`src/rtl/mips_pkg.sv`:
```
// Shared constants and helpers for the MIPS pipeline stages.
package mips_pkg;

  localparam int XLEN    = 32;
  localparam int INSTR_W = 32;
  localparam int CNT_W   = 32;

  localparam logic [INSTR_W-1:0] NOP_INSTR = 32'h0000_0000;
  localparam logic [XLEN-1:0]    PC_INCR   = 32'd4;

  // Instruction fetches are word aligned, so the low two address bits are dropped.
  function automatic logic [XLEN-1:0] align_word(input logic [XLEN-1:0] addr);
    return {addr[XLEN-1:2], 2'b00};
  endfunction

endpackage

```
`src/rtl/sat_counter.sv`:
```
// Event counter that sticks at all-ones instead of wrapping.
module sat_counter #(
  parameter int W = 8
) (
  input  logic         clk,
  input  logic         reset,
  input  logic         inc,
  output logic [W-1:0] count
);

  // Count events, saturating at the maximum value.
  always_ff @(posedge clk) begin
    if (reset) begin
      count <= '0;
    end else if (inc && (count != '1)) begin
      count <= count + W'(1);
    end else begin
      count <= count;
    end
  end

endmodule

```
`src/rtl/if_stage.sv`:
```
// Instruction-fetch stage: PC register, IF/ID pipeline register, and
// saturating stall/flush performance counters.
module if_stage
  import mips_pkg::*;
#(
  parameter logic [XLEN-1:0] RESET_PC = 32'h0000_0000,
  parameter int              CNT_W    = mips_pkg::CNT_W
) (
  input  logic               clk,
  input  logic               reset,
  input  logic               PCWrite,
  input  logic               IFIDWrite,
  input  logic               Redirect,
  input  logic [XLEN-1:0]    RedirectTarget,
  output logic [XLEN-1:0]    ImemAddr,
  input  logic [INSTR_W-1:0] ImemInstr,
  output logic [XLEN-1:0]    IFIDPCPlus4,
  output logic [INSTR_W-1:0] IFIDInstr,
  output logic               IFIDValid,
  output logic [CNT_W-1:0]   StallCount,
  output logic [CNT_W-1:0]   FlushCount
);

  logic [XLEN-1:0] pc_r;
  logic [XLEN-1:0] pc_plus4_s;
  logic            stall_event_s;
  logic            flush_event_s;

  assign ImemAddr   = pc_r;
  assign pc_plus4_s = pc_r + PC_INCR;

  // A redirect takes priority, so it never also counts as a stall cycle.
  always_comb begin
    flush_event_s = Redirect;
    stall_event_s = 1'b0;
    if (Redirect) begin
      stall_event_s = 1'b0;
    end else begin
      stall_event_s = !PCWrite || !IFIDWrite;
    end
  end

  // PC and IF/ID register update: redirect flushes, stalls hold contents.
  always_ff @(posedge clk) begin
    if (reset) begin
      pc_r        <= align_word(RESET_PC);
      IFIDPCPlus4 <= '0;
      IFIDInstr   <= NOP_INSTR;
      IFIDValid   <= 1'b0;
    end else if (Redirect) begin
      pc_r        <= align_word(RedirectTarget);
      IFIDPCPlus4 <= '0;
      IFIDInstr   <= NOP_INSTR;
      IFIDValid   <= 1'b0;
    end else begin
      if (PCWrite) begin
        pc_r <= pc_plus4_s;
      end else begin
        pc_r <= pc_r;
      end
      if (IFIDWrite) begin
        IFIDPCPlus4 <= pc_plus4_s;
        IFIDInstr   <= ImemInstr;
        IFIDValid   <= 1'b1;
      end else begin
        IFIDPCPlus4 <= IFIDPCPlus4;
        IFIDInstr   <= IFIDInstr;
        IFIDValid   <= IFIDValid;
      end
    end
  end

  sat_counter #(.W(CNT_W)) u_stall_cnt (
    .clk   (clk),
    .reset (reset),
    .inc   (stall_event_s),
    .count (StallCount)
  );

  sat_counter #(.W(CNT_W)) u_flush_cnt (
    .clk   (clk),
    .reset (reset),
    .inc   (flush_event_s),
    .count (FlushCount)
  );

endmodule

```
`config.mk`:
```
export PLATFORM = sky130hd
export DESIGN_NAME = if_stage
export DESIGN_NICKNAME = d
export VERILOG_FILES = /design/src/rtl/mips_pkg.sv /design/src/rtl/sat_counter.sv /design/src/rtl/if_stage.sv
export SDC_FILE = /design/constraint.sdc
export NUM_CORES = 1
export LEC_CHECK = 0
export BUFFER_PORTS_ARGS = -buffer_cell sky130_fd_sc_hd__buf_2
export CAP_MARGIN = 20
export CORE_MARGIN = 2
export CORE_UTILIZATION = 35
export CTS_CLUSTER_SIZE = 14
export DETAILED_ROUTE_END_ITERATION = 8
export PLACE_DENSITY = 0.64
export SYNTH_ARGS = -nofsm -noshare
export SYNTH_HDL_FRONTEND = slang
export SYNTH_SLANG_ARGS = --single-unit
```
`constraint.sdc`:
```
create_clock -name clk -period 4.3 [get_ports clk]
set_input_delay 0.86 -clock clk [delete_from_list [all_inputs] [get_ports clk]]
set_output_delay 0.86 -clock clk [all_outputs]
set_load 0.03 [all_outputs]
```
==> flow_summary.ini, run 1 <==
[run_status]
status = finished, final reports clean

[global_route]
grt_usage_pct = 18.0
grt_max_degree = 93
globalRoute.totalOverflow = 0
grt_first_pass_wirelength_mm = 32.8
grt_pass1_vias = 6437
antenna_found_initial = 2

[sta]
report.final.setup_viol = 0
max-slew-margin-rel_pct = 27.6
fmax_mhz = 410
final-hold-violation-count = 0
fin_skew_ns = 0.0127
slew_viol_final = 0
hold_slack_ns = 0.464
tightest_slew_ns = 1.09
period_share_pct = 56.8
fin_crit_ns = 2.44
rsz0062_at_grt = no
setup_tns_ns = 0

[logic_synthesis]
ys_ff_latch = 157
netlist_instances = 870
synth_edf_count = 0
ys_warn_count = 0
synthFlopType = dfxtp_1
postSynthAreaPerCell_sq_um = 8.54
seq_area_frac_synth_pct = 42.3
netlist_area_sq_mm = 0.00743
async_flop_share_pct = 0
ys_types = 52

[routing]
drt_iter0_drc = 318
drt.antenna.violating_nets = 0
drc = 0
drt_wl_total_mm = 20.7
dr_total_vias = 7050
drtPass1Iterations = 4
wl_per_cell_um = 15.4
routed_via_density = 5.24

[clock_tree]
cts_tree = built
cts_resized = 0
htreeDepth = 4
clk-insertion-delay-late_ns = 0.42
post-cts-setup-buffers = 0
cts_made_buffers = 17
clk_path_buf_depth = 2
numClockSinks = 157
clkTransAtPathRegs_ns = 0.07
hold_buffers = 0
cts-root-buf = clkbuf_16

[power_and_ir_drop]
p_comb_share_pct = 10.2
cellPowerDensity_mw_per_mm2 = 365
finalPower_mw = 3.36
netSwitchingPower_mw = 0.940
p_leak_nw = 3.69
swShare_pct = 28.0
p_seq_share_pct = 46.0
ir_drop_uv = 244
p_clk_share_pct = 43.8
internal_power_mw = 2.42

[finish]
nets = 1128
areaGrowthSynthToFinish_pct = 24.1
nFillCells = 2147
drive_above_1_share_pct = 25.8
instances_no_fill = 1345

[placed_design]
dp_hpwl_mm = 14.4
port_buffers = 223
place_congestion = 0.816
dp.cells = 1312

[worst_setup_path]
max_stage_delay_ns = 0.85
startpoint_type = flip-flop
crit_fanout = 16
cp_data_arrival_time_ns = 2.73
path_buf_inv = 0
cp_cell_sequence = nand4_1, or4_1, o31ai_2, or3_1, a21oi_1
cp_slowest_cell = or4_1
criticalPathCategory = flip-flop to flip-flop
critical_path_required_ns = 4.59
cpLargestDelayFamily = simple AND/OR/NAND/NOR gates
rrSetupSlack_ns = 1.86
endpoint_kind = flip-flop

[floorplanning]
start_util_pct = 35.4
dieArea_sq_mm = 0.0224
ioPinCount = 230
die_h_um = 150
die_width_um = 150
core-area_sq_mm = 0.0210
row_count = 53

[run]
cap_violations = 0

[worst_hold_path]
worstHoldPathType = flip-flop to flip-flop
flip-flops by register name (all words and copies together) (netlist names):
register and flops:
ImemAddr 30, u_flush_cnt.count 32, IFIDPCPlus4 30, IFIDValid 1
IFIDInstr 32, u_stall_cnt.count 32
power groups by stage:
stage | combinational, mW | clock [mW] | sequential (mW)
detailed placement | 0.344 | 0 | 1.58
global route | 0.372 | 1.58 | 1.55
floorplan | 0.161 | 0 | 1.65
global placement | 0.342 | 0 | 1.58
finish | 0.341 | 1.47 | 1.55
CTS | 0.345 | 1.52 | 1.55
cell type report:
| class | instances | area, sq um | area share, % |
|---|---|---|---|
| clock buffers | 17 | 425 | 4.61 |
| multi-input cells | 640 | 3960 | 42.9 |
| repair buffers | 229 | 1170 | 12.6 |
| clock inverters | 14 | 135 | 1.47 |
| diodes | 2 | 5.00 | 0.0543 |
| inverters | 11 | 41.3 | 0.448 |
| flip-flops and latches | 157 | 3140 | 34.1 |
| well taps | 275 | 344 | 3.73 |
per-layer routing:
metal | track usage (%) | share of wire (%) | up-vias
met5 | 0 | 0 | -
li1 | - | - | 3525
met3 | 4.09 | 6.2 | 16
met1 | 23.5 | 46 | 3296
met4 | 5.57 | 1.4 | 0
met2 | 29.8 | 47 | 213
placed cells by master, fill, tap and decap left out, drive strengths merged, types with 3 or more instances in the layout:
master and count:
a311oi 6, a211oi 27, or3 26, xnor2 44
ha 3, and3 12, nor2 117, and4 13
nor3 18, conb 4, clkinv 3, nand2 45
clkbuf 17, o31ai 21, buf 229, inv 19
mux2i 36, nand4 31, a21oi 63, nor4 20
a31oi 6, o21ai 45, o311ai 3, and2 4
nand3 35, dfxtp 157, xor2 23, nor4b 3
or4 20
worst reg2reg max path, cell delays in order (launching register included):
cell	delay (ns)
dfxtp_1	0.49
nand4_1	0.18
or4_1	0.85
o31ai_2	0.57
or3_1	0.18
a21oi_1	0.06
per-stage QoR:
step	setup slack, ns	area (sq um)	utilization (%)
after floorplan	1.95	7440	-
after global placement	1.55	8650	41.3
after detailed placement	1.51	8650	41.3
after CTS	1.86	9210	44.0
after global routing	1.64	9220	44.0
final	1.86	9220	44.0
synth_stat cells, drive strengths merged (2+ instances only):
| master | instances | share of area, % |
|---|---|---|
| a211oi | 27 | 2.7 |
| a21o | 2 | 0.20 |
| a21oi | 63 | 4.2 |
| a311oi | 6 | 0.71 |
| a31oi | 6 | 0.51 |
| and2 | 4 | 0.34 |
| and3 | 12 | 1.0 |
| and4 | 13 | 1.5 |
| buf | 24 | 1.9 |
| clkbuf | 41 | 2.1 |
| dfxtp | 157 | 42 |
| ha | 3 | 0.51 |
| inv | 11 | 0.56 |
| mux2 | 2 | 0.30 |
| mux2i | 36 | 4.9 |
| nand2 | 45 | 2.3 |
| nand3 | 35 | 2.4 |
| nand4 | 31 | 2.8 |
| nor2 | 117 | 5.9 |
| nor2b | 2 | 0.17 |
| nor3 | 18 | 1.2 |
| nor4 | 20 | 1.9 |
| nor4b | 3 | 0.44 |
| o21ai | 45 | 3.0 |
| o311ai | 3 | 0.35 |
| o31ai | 21 | 2.6 |
| or2 | 2 | 0.17 |
| or3 | 26 | 2.2 |
| or4 | 20 | 2.1 |
| xnor2 | 44 | 5.2 |
| xor2 | 23 | 2.7 |
kinds of logic after synthesis:
group	share of synthesized area (%)
xor gates and xnor gates	7.90
adders and majority gates	0.506
buffers and inverters	4.52
and+or+nand+nor	24.6
AOI/OAI and AO/OA	15.0
other	0.0505
muxes	5.16
DFF	42.3
path summary, 6_finish.rpt:
path                                                          from                            endpoint  cells past startpoint
worst max-delay path            u_flush_cnt.count[13]$_SDFFE_PP0P_  u_flush_cnt.count[11]$_SDFFE_PP0P_                      5
worst min-delay path                        IFIDValid$_SDFFE_PP0P_              IFIDValid$_SDFFE_PP0P_                      2
worst max register to register  u_flush_cnt.count[13]$_SDFFE_PP0P_  u_flush_cnt.count[11]$_SDFFE_PP0P_                      5
worst min register to register              IFIDValid$_SDFFE_PP0P_              IFIDValid$_SDFFE_PP0P_                      2
No activity file was read; power rests on OpenSTA's default activity.
==> inputs of run 2 (changes only) <==
clock period = 2.4 ns   (was 4.3 ns; I/O delays follow)
==> run 2 against run 1 <==
Compared with the run above: routed wire length increased by 1.4%; global-route usage rose by 0.27 points; clock skew is 0.0095 ns higher; clock power rose by 83%; final area is 3.5% higher; sequential share of layout area down 1.2 points; power grew 81%; sequential power grew 78%; critical path depth increased by 2; non-clock buffer count is 36 higher; critical path type unchanged; critical endpoint is now u_stall_cnt.count[5]$_SDFFE_PP0P_; largest power group unchanged; highest routed layer unchanged.
==> flow_summary.ini, run 2 (synthesis results as in run 1) <==
[run_status]
status = finished, final reports clean

[clock_tree]
clk-insertion-delay-late_ns = 0.42
cts_tree = built
numClockSinks = 157
clkTransAtPathRegs_ns = 0.07
cts_made_buffers = 17
post-cts-setup-buffers = 0
htreeDepth = 4
clk_path_buf_depth = 2
cts-root-buf = clkbuf_16

[worst_setup_path]
criticalPathCategory = flip-flop to flip-flop
r2r_start = u_stall_cnt.count[1]$_SDFFE_PP0P_
crit_fanout = 28
r2r_end = u_stall_cnt.count[5]$_SDFFE_PP0P_
endpoint = u_stall_cnt.count[5]$_SDFFE_PP0P_
endpoint_kind = flip-flop
cp-startpoint = u_stall_cnt.count[1]$_SDFFE_PP0P_
critical_path_required_ns = 2.69
startpoint_type = flip-flop
rrSetupSlack_ns = 0.19
cp_data_arrival_time_ns = 2.50
rr_worst_depth = 7

[sta]
fmax_mhz = 453
fin_crit_ns = 2.21
setup_tns_ns = 0
fin_skew_ns = 0.0223
rsz0062_at_grt = no
hold_slack_ns = 0.298
max-slew-margin-rel_pct = 42.8
slew_viol_final = 0
report.final.setup_viol = 0
final-hold-violation-count = 0
period_share_pct = 92.0
tightest_slew_ns = 0.859

[floorplanning]
die_h_um = 150
die_width_um = 150
row_count = 53
start_util_pct = 35.4
core-area_sq_mm = 0.0210
dieArea_sq_mm = 0.0224
ioPinCount = 230

[routing]
drt_wl_total_mm = 21.0
drtPass1Iterations = 4
dr_total_vias = 7134
drt_iter0_drc = 293
drc = 0
drt.antenna.violating_nets = 0
routed_via_density = 5.16
wl_per_cell_um = 15.2

[placed_design]
port_buffers = 223
place_congestion = 0.796
dp_hpwl_mm = 15.0
dp.cells = 1348

[global_route]
grt_first_pass_wirelength_mm = 33.3
grt_max_degree = 94
globalRoute.totalOverflow = 0
grt_pass1_vias = 6472
antenna_found_initial = 3
grt_usage_pct = 18.3

[power_and_ir_drop]
ir_drop_uv = 408
cellPowerDensity_mw_per_mm2 = 640
p_leak_nw = 3.88

[finish]
instances_no_fill = 1383
layout_commonest_cell = buf_2
mostFrequentLayoutCells = buf_2, dfxtp_1, nor2_1
areaGrowthSynthToFinish_pct = 28.5
biggestRegsByFlops = IFIDInstr: 32 flops, u_flush_cnt.count: 32 flops, u_stall_cnt.count: 32 flops
final_util_pct = 45.6
nets = 1164
drive_above_1_share_pct = 28.3

[worst_hold_path]
worstHoldPathType = input pin to flip-flop
hold_start = RedirectTarget[18]

[run]
cap_violations = 0
## run 2: changes by cell type in the layout (fill, tap and decap cells not counted), sizes merged
| cell | before | now |
|---|---|---|
| buf | 229 | 265 |
| clkbuf | 17 | 18 |
| clkinvlp | 2 | 3 |
| diode | 2 | 3 |
| inv | 19 | 18 |
## run 2: report_power, final
part	switching, mW	leakage [nW]	internal (mW)
clock	1.22	0.276	1.47
combinational	0.428	2.32	0.231
sequential	0.0749	1.28	2.68
## run 2: repair_timing
item                                    in CTS  in global routing
gates resized for setup                      0                  2
endpoints found under the setup margin       0                 12
hold buffers                                 0                  0
## run 2: how the worst min path moves through the flow
stage	to	slack, ns	cells past startpoint
after global placement	IFIDValid$_SDFFE_PP0P_	0.44	2
after detailed placement	IFIDValid$_SDFFE_PP0P_	0.45	2
after floorplan	IFIDValid$_SDFFE_PP0P_	0.59	2
after global routing	IFIDInstr[17]$_SDFFE_PP0P_	0.28	3
final	ImemAddr[18]$_SDFFE_PP0P_	0.30	3
after CTS	IFIDInstr[24]$_SDFFE_PP0P_	0.28	3
## run 2: critical path, stage by stage (launching register included)
cell and delay [ns]:
dfxtp_1 0.39, ha_1 0.22, nand2_1 0.15, or4_4 0.59
o31ai_4 0.29, buf_6 0.24, or4_1 0.14, a21oi_1 0.06
## run 2: per-layer routing
metal	up-vias	track usage, %	part of all wire (%)
met5	-	0	0
met4	0	4.58	0.96
met3	11	4.33	5.9
met2	178	29.3	46
met1	3349	25.0	47
li1	3596	-	-
## run 2: final cells by class
cell class,count,area (sq um)
fillers,2178,11400
multi-input cells,640,3960
flip-flops and latches,157,3140
repair buffers,265,1470
clock buffers,18,429
well taps,275,344
clock inverters,14,151
inverters,11,41.3
diodes,3,7.51
## run 2: through the flow
stage	setup slack, ns	power, mW	area, sq um
floorplan	0.0529	3.25	7440
global placement	0.189	3.47	8950
detailed placement	0.167	3.48	8950
CTS	0.149	6.17	9530
global route	0.0114	6.35	9540
finish	0.191	6.10	9550
